[src/rtl/multiplier_if.sv]
// Operand/result bundle for the array multiplier.
// Valid-only handshake, no back-pressure: a pair is accepted on every clk edge with
// in_valid high; out_valid marks the following cycle, in which P holds its product.
interface multiplier_if #(
  parameter int WIDTH = 2
);
  logic [WIDTH-1:0]   A;
  logic [WIDTH-1:0]   B;
  logic               in_valid;
  logic [2*WIDTH-1:0] P;
  logic               out_valid;

  modport master (
    output A,
    output B,
    output in_valid,
    input  P,
    input  out_valid
  );

  modport slave (
    input  A,
    input  B,
    input  in_valid,
    output P,
    output out_valid
  );
endinterface

[src/rtl/multiplier.sv]
// Unsigned WIDTH x WIDTH array multiplier with a one-cycle registered result.
// Partial products are reduced by carry-save adder rows, then a ripple-carry adder.
module multiplier #(
  parameter int WIDTH = 2
) (
  input  logic          clk,
  input  logic          rst,
  multiplier_if.slave   bus
);
  localparam int PW = 2 * WIDTH;

  logic [PW-1:0] pp [WIDTH];
  logic [PW-1:0] row_s;
  logic [PW-1:0] row_c;
  logic [PW-1:0] nxt_s;
  logic [PW-1:0] nxt_c;
  logic [PW-1:0] product;
  logic          rc;

  always_comb begin
    for (int i = 0; i < WIDTH; i++) begin
      pp[i] = PW'({WIDTH{bus.B[i]}} & bus.A) << i;
    end

    row_s = pp[0];
    row_c = '0;
    nxt_s = '0;
    nxt_c = '0;
    // Each row folds one partial product into the sum/carry pair; a carry out of the
    // top bit is always zero because the full product fits in PW bits.
    for (int i = 1; i < WIDTH; i++) begin
      nxt_c = '0;
      for (int k = 0; k < PW; k++) begin
        nxt_s[k] = row_s[k] ^ row_c[k] ^ pp[i][k];
      end
      for (int k = 0; k < PW - 1; k++) begin
        nxt_c[k+1] = (row_s[k] & row_c[k]) | (row_s[k] & pp[i][k]) | (row_c[k] & pp[i][k]);
      end
      row_s = nxt_s;
      row_c = nxt_c;
    end

    rc      = 1'b0;
    product = '0;
    for (int k = 0; k < PW; k++) begin
      product[k] = row_s[k] ^ row_c[k] ^ rc;
      rc         = (row_s[k] & row_c[k]) | (row_s[k] & rc) | (row_c[k] & rc);
    end
  end

  always_ff @(posedge clk) begin
    if (rst) begin
      bus.P         <= '0;
      bus.out_valid <= 1'b0;
    end else begin
      bus.out_valid <= bus.in_valid;
      if (bus.in_valid) begin
        bus.P <= product;
      end
    end
  end
endmodule

[src/flat_wrapper.sv]
// flat-port wrapper written by rule: the top's interface ports become plain ports
module multiplier_flat 
#(
  parameter int WIDTH = 2
)
  (clk, rst, bus_A, bus_B, bus_in_valid, bus_P, bus_out_valid);
  multiplier_if #(.WIDTH(WIDTH)) bus_i ();
  input  logic clk;
  input  logic rst;
  input wire logic [$bits(bus_i.A)-1:0] bus_A;
  input wire logic [$bits(bus_i.B)-1:0] bus_B;
  input wire logic [$bits(bus_i.in_valid)-1:0] bus_in_valid;
  output wire logic [$bits(bus_i.P)-1:0] bus_P;
  output wire logic [$bits(bus_i.out_valid)-1:0] bus_out_valid;
  assign bus_i.A = bus_A;
  assign bus_i.B = bus_B;
  assign bus_i.in_valid = bus_in_valid;
  assign bus_P = bus_i.P;
  assign bus_out_valid = bus_i.out_valid;
  multiplier #(.WIDTH(WIDTH)) u_core (.clk(clk), .rst(rst), .bus(bus_i));
endmodule
[config.mk]
export PLATFORM = sky130hd
export DESIGN_NAME = multiplier_flat
export DESIGN_NICKNAME = d
export VERILOG_FILES = /design/src/rtl/multiplier_if.sv /design/src/rtl/multiplier.sv /design/src/flat_wrapper.sv
export SDC_FILE = /design/constraint.sdc
export NUM_CORES = 1
export LEC_CHECK = 0
export ABC_CLOCK_PERIOD_IN_PS = 1290
export BUFFER_PORTS_ARGS = -buffer_cell sky130_fd_sc_hd__buf_2
export CAP_MARGIN = 25
export CORE_AREA = 2 2 39 41
export CTS_CLUSTER_DIAMETER = 50
export DETAILED_ROUTE_END_ITERATION = 12
export DIE_AREA = 0 0 41 43
export HOLD_SLACK_MARGIN = 0.15
export SLEW_MARGIN = 10
export SYNTH_ARGS = -nofsm -noshare
export SYNTH_HDL_FRONTEND = slang
export SYNTH_SLANG_ARGS = --single-unit
[constraint.sdc]
create_clock -name clk -period 1.29 [get_ports clk]
set_input_delay 0 -clock clk [delete_from_list [all_inputs] [get_ports clk]]
set_output_delay 0 -clock clk [all_outputs]
set_load 0.05 [all_outputs]
* After elaboration in Yosys (flattened, before gate mapping)
Index checks and enable logic that the tools add are counted.
** Word-level totals
- Logic and storage cells :: 13
- Register bits :: 5
** Cells by class
- Bitwise operators :: 11
** Operators with widths (count)
- $and 2x2->2 :: 2
- $xor 1x1->1 :: 4
- $and 1x1->1 :: 2
- $and 1x1->1 const A :: 1
- $xor 1x1->1 const A :: 1
- $xor 1x1->1 const AB :: 1

* Depth between registers and ports, before layout
Gate-level depths: netlist of run 1.
- Word-level depth :: 4
- Depth in mapped cells :: 5

* Worst setup path after synthesis of run 1
Ideal clock, no wire load.
- Path type :: register to register
- Start point :: register u_core.bus.P[0] (netlist name)
- End point :: register u_core.bus.P[0]
- Cell stages (with the launch flop) :: 3
- Data arrival time :: 0.825 ns
- Slack :: 0.399 ns
- Buffers on the path :: 0
- Path through :: dfxtp_1 nand2b_4 a21oi_2
** RTL lines
- end signal: assignment :: line multiplier.sv:58 : bus.P <= product;
- end: declaration :: line multiplier_if.sv:25 : output P,

* Worst setup path after layout of run 1
- Start point :: input rst
- End point :: register u_core.bus.P[0]
** RTL lines
- start: declaration :: line flat_wrapper.sv:9 : input logic rst;
No word-level cell between the ends.

==> flow_summary.json, run 1 <==
{
  "gp_congestion": 0.683,
  "crit_fanout": 5,
  "grt_pass1_wl_um": 586,
  "setup_ws_ns": 0.164,
  "ys_ff_latch": 5,
  "syn_nets": 30,
  "power_frac_comb": 0.169,
  "dpl-instance-area_um2": 294,
  "maxCapViolCount": 0,
  "cpMaxStageDelayCell": "dlygate4sd3_1",
  "dieArea_mm2": 0.00176,
  "syn_area_um2": 230,
  "synth_area_per_cell_um2": 11.0,
  "drv_slew": 0,
  "max_freq_mhz": 888,
  "startpoint": "rst",
  "start_util": 0.166,
  "drt_first_pass_iters": 1,
  "clock_sinks": 5,
  "power.share.clock": 0.431,
  "fin_crit_sh": 0.873,
  "relSlewSlack": 0.834,
  "rows": 14,
  "met3_wirelength_um": 44,
  "insertion_delay_ns": 0.24,
  "areaGrowthSynthToFinish_pct": 52.2,
  "sw_frac_of_total": 0.254,
  "whs_ns": 0.246,
  "antenna_found_initial": 0,
  "core_area_mm2": 0.00138,
  "internal-power_mw": 0.307,
  "min_period_ns": 1.13,
  "arrival_ns": 1.31,
  "holdCritPathClass": "in -> reg",
  "synth_warnings": 0,
  "path_clk_slew_ns": 0.04,
  "tightest_slew_ns": 0.251,
  "cp_common_cell": "dlygate4sd3_1",
  "r2r_start": "u_core.bus.P[0]",
  "power.density_mw_per_mm2": 1180,
  "routed_via_density": 3.56,
  "clk_path_buf_depth": 2,
  "cts-buffers-inserted": 3,
  "rsz0062_at_grt": "false",
  "drc": 0,
  "dp_hpwl_um": 332,
  "place_ws_ns": 0.285,
  "htree_levels": 1,
  "hold_viol_final": 0,
  "status": "complete, no violations",
  "switchingPower_mw": 0.105,
  "crit_family": "buffers and inverters",
  "layout_common_cells": "buf_2 (11), dfxtp_1 (5)",
  "wl_met1_um": 160,
  "setup-tns-final_ns": 0,
  "yosysUniqueCellTypes": 10,
  "final_cell_area_um2": 350,
  "drt_iter0_drc": 0,
  "diodes": 0,
  "clock_skew_ns": 0,
  "seq_power_share": 0.400,
  "required_ns": 1.47,
  "final_common_cell": "buf_2",
  "leakage_nw": 0.182,
  "worstSetupStartpointType": "input port",
  "cts_tree": "yes",
  "wirelength_um": 406,
  "hp-start": "bus_B[1]",
  "ant_nets": 0,
  "wl_per_cell_um": 7.52,
  "grt_overflow": 0,
  "ys_seq_area_frac": 0.435,
  "final_layout_size_suffix_gt1_frac": 0.421,
  "grt_max_degree": 6,
  "nets": 48,
  "grt.total_usage": 0.0533,
  "setup-violations-final": 0,
  "post_cts_buffers": 0,
  "via_count": 192,
  "ioPinCount": 12,
  "portBuffers": 11,
  "crit_path_end_kind": "register",
  "crit_chain": "dlygate4sd3_1, buf_2, a21oi_2, dlygate4sd3_1",
  "highest_layer": "met3",
  "dr_wl_met2_um": 201,
  "vdd_drop_max_uv": 466,
  "die_x_um": 41,
  "grt_pass1_vias": 158,
  "synthCells": 21,
  "worst-path-buf-inv": 3,
  "critPathMaxStageDelay_ns": 0.54,
  "dieHeight_um": 43,
  "crit_type": "in -> reg",
  "clockRootBuffer": "clkbuf_4"
}
[cell families (layout without fill, tap and decap cells)]
kind of cell,Yosys count,in the layout,synth area share
buffers and inverters,1,18,0.0489
AO/OA/AOI/OAI,1,1,0.0381
multiplexers,3,3,0.130
adder cells (fa/ha/maj),2,2,0.109
AND/OR/NAND/NOR,9,9,0.239
flip-flops,5,5,0.435
[flip-flops by register name, summed over array words and instances (netlist names)]
| name | flops |
|---|---|
| u_core.bus.P | 4 |
| u_core.bus.out_valid | 1 |
[layout make-up]
class / count / area, µm²
fill: 151 / 1030
multi-input combinational: 15 / 119
sequential: 5 / 100
timing repair buffer: 14 / 85.1
clock buffer: 4 / 26.3
tap: 16 / 20.0
[power groups by stage]
stage / clock network (mW) / registers (mW) / logic [mW]
after global placement: 0 / 0.168 / 0.0638
after CTS: 0.190 / 0.165 / 0.0710
after global routing: 0.194 / 0.165 / 0.0762
after detailed placement: 0 / 0.167 / 0.0645
final: 0.178 / 0.165 / 0.0697
after floorplan: 0 / 0.191 / 0.0230
[worst reg2reg max path: cells and delay by family, from the launching register on]
kind | cells | cell delay (ns)
AO/OA/AOI/OAI | 1 | 0.10
buffers and inverters | 1 | 0.54
flip-flops | 1 | 0.36
AND/OR/NAND/NOR | 1 | 0.06
[Yosys cell counts]
library cell  number  area, µm²
nor2_1             3       11.3
mux2i_1            3       30.0
ha_1               2       25.0
nand2b_4           1       13.8
dfxtp_1            5        100
nand3_1            1       5.00
buf_6              1       11.3
and2_1             3       18.8
a21oi_2            1       8.76
nor2b_1            1       6.26
[stage by stage]
step,power [mW],util,instances
after floorplan,0.214,-,21
after global placement,0.232,0.212,47
after detailed placement,0.232,0.212,47
after CTS,0.426,0.253,54
after global routing,0.435,0.253,54
final,0.412,0.253,54
[repair_timing]
item / in CTS / in global routing
gates resized for setup: 0 / 0
hold buffers: 3 / 0
setup endpoints to repair: 0 / 0
endpoints found under the hold margin: 5 / 0
[path summary, 6_finish.rpt]
| check | end | slack [ns] | cells past startpoint |
|---|---|---|---|
| setup / recovery | u_core.bus.P[0] | 0.16 | 4 |
| hold / removal | u_core.bus.P[1] | 0.25 | 5 |
| setup reg to reg | u_core.bus.P[0] | 0.19 | 3 |
| hold reg to reg | u_core.bus.P[1] | 0.48 | 2 |
[metal layers]
| layer | vias up | global-route usage |
|---|---|---|
| met4 | 0 | 0 |
| met5 | - | 0 |
| li1 | 104 | - |
| met3 | 0 | 0.0681 |
| met2 | 6 | 0.0781 |
| met1 | 82 | 0.0484 |
Power figures use the tool's default switching activity.
==> run 2, diff against run 1 <==
==> constraint.sdc (replaced) <==
create_clock -name clk -period 1.29 [get_ports clk]
set_input_delay 0.129 -clock clk [delete_from_list [all_inputs] [get_ports clk]]
set_output_delay 0.129 -clock clk [all_outputs]
set_load 0.05 [all_outputs]
==> flow_summary.json, run 2 (synthesis gave the netlist of run 1 again) <==
{
  "status": "complete, no violations",
  "clock_skew_ns": 0,
  "tightest_slew_ns": 0.253,
  "grt.total_usage": 0.0623,
  "cp.depth": 1,
  "routed_via_density": 3.60,
  "cts_tree": "yes",
  "setup-tns-final_ns": 0,
  "antenna_found_initial": 0,
  "seq_power_share": 0.402,
  "path_clk_slew_ns": 0.05,
  "cpMaxStageDelayCell": "dfxtp_1",
  "final_cell_area_um2": 330,
  "ioPinCount": 12,
  "dpl-instance-area_um2": 294,
  "fin_crit_sh": 0.781,
  "ant_nets": 0,
  "regMostFlops": "u_core.bus.P",
  "max_freq_mhz": 992,
  "core_area_mm2": 0.00138,
  "grt_max_degree": 7,
  "final_layout_size_suffix_gt1_frac": 0.444,
  "start_util": 0.166,
  "power.density_mw_per_mm2": 1240,
  "dp_hpwl_um": 327,
  "portBuffers": 11,
  "relSlewSlack": 0.832,
  "power_frac_comb": 0.160,
  "diodes": 0,
  "hold_viol_final": 0,
  "holdCritPathClass": "in -> reg",
  "dieArea_mm2": 0.00176,
  "clk_path_buf_depth": 2,
  "rows": 14,
  "clockRootBuffer": "clkbuf_4",
  "layout_common_cells": "buf_2 (11), dfxtp_1 (5)",
  "worst_r2r_path_depth": 2,
  "final_common_cell": "buf_2",
  "insertion_delay_ns": 0.24,
  "crit_fanout": 2,
  "power.share.clock": 0.438,
  "internal-power_mw": 0.304,
  "min_period_ns": 1.01,
  "drt_first_pass_iters": 1,
  "worst-path-buf-inv": 1,
  "setup-violations-final": 0,
  "hold_path_depth": 3,
  "post_cts_resize_count": 0,
  "drc": 0,
  "gp_congestion": 0.667,
  "critPathMaxStageDelay_ns": 0.36,
  "drv_slew": 0,
  "crit_type": "reg -> out",
  "clock_sinks": 5,
  "whs_ns": 0.169,
  "grt_overflow": 0,
  "drt_iter0_drc": 0,
  "totalPowerFinal_mw": 0.410,
  "largestRegisters": "u_core.bus.P x4, u_core.bus.out_valid x1",
  "grt_pass1_vias": 185,
  "maxCapViolCount": 0,
  "cts-buffers-inserted": 3,
  "crit_chain": "buf_2",
  "vdd_drop_max_uv": 392,
  "wl_per_cell_um": 7.79,
  "areaGrowthSynthToFinish_pct": 43.5,
  "arrival_ns": 0.88,
  "htree_levels": 1,
  "crit_path_end_kind": "output pin",
  "worstSetupStartpointType": "register",
  "via_count": 187,
  "required_ns": 1.16,
  "leakage_nw": 0.171,
  "rsz0062_at_grt": "false",
  "crit_family": "flip-flops",
  "largest_reg_flops": 4,
  "grt_pass1_wl_um": 683,
  "post_cts_buffers": 0,
  "switchingPower_mw": 0.106,
  "die_x_um": 41,
  "sw_frac_of_total": 0.259,
  "wirelength_um": 405,
  "dieHeight_um": 43,
  "nFillCells": 157,
  "nets": 46
}
run 2: cell count changes in the layout (fill, tap and decap cells not counted), sizes merged:
cell | before | now
dlygate4sd3 | 3 | 1
run 2: cell type report:
cell class | count | area [µm²] | area share
multi-input cells | 15 | 119 | 0.360
clock buffers | 4 | 26.3 | 0.0795
repair buffers | 12 | 65.1 | 0.197
well taps | 16 | 20.0 | 0.0606
flip-flops and latches | 5 | 100 | 0.303
run 2: what timing repair did:
item,4_1_cts,5_1_grt
endpoints found under the hold margin,5,0
setup endpoints to repair,0,0
hold buffers,1,0
run 2: worst paths after layout:
path	slack (ns)	startpoint	end
hold reg to reg	0.47	u_core.bus.P[0]	u_core.bus.P[0]
hold / removal	0.17	bus_B[0]	u_core.bus.P[0]
setup / recovery	0.28	u_core.bus.P[0]	bus_P[0]
setup reg to reg	0.71	u_core.bus.P[2]	u_core.bus.P[2]
run 2: per-layer routing:
layer / share of wire / global-route usage
met5: 0 / 0
met4: 0 / 0.0400
met3: 0.12 / 0.0471
met2: 0.49 / 0.0813
met1: 0.39 / 0.0677
run 2: power by group through the flow:
stage	clock [mW]	combinational (mW)	sequential, mW
floorplan	0	0.0230	0.191
global placement	0	0.0640	0.168
detailed placement	0	0.0639	0.168
CTS	0.192	0.0666	0.165
global route	0.205	0.0708	0.165
finish	0.180	0.0655	0.165
run 2: metrics by stage:
stage,cells,util,setup WS [ns]
final,52,0.239,0.282
after global routing,52,0.239,0.230
after CTS,52,0.239,0.262
after detailed placement,47,0.212,0.156
after global placement,47,0.212,0.150
after floorplan,21,-,0.301
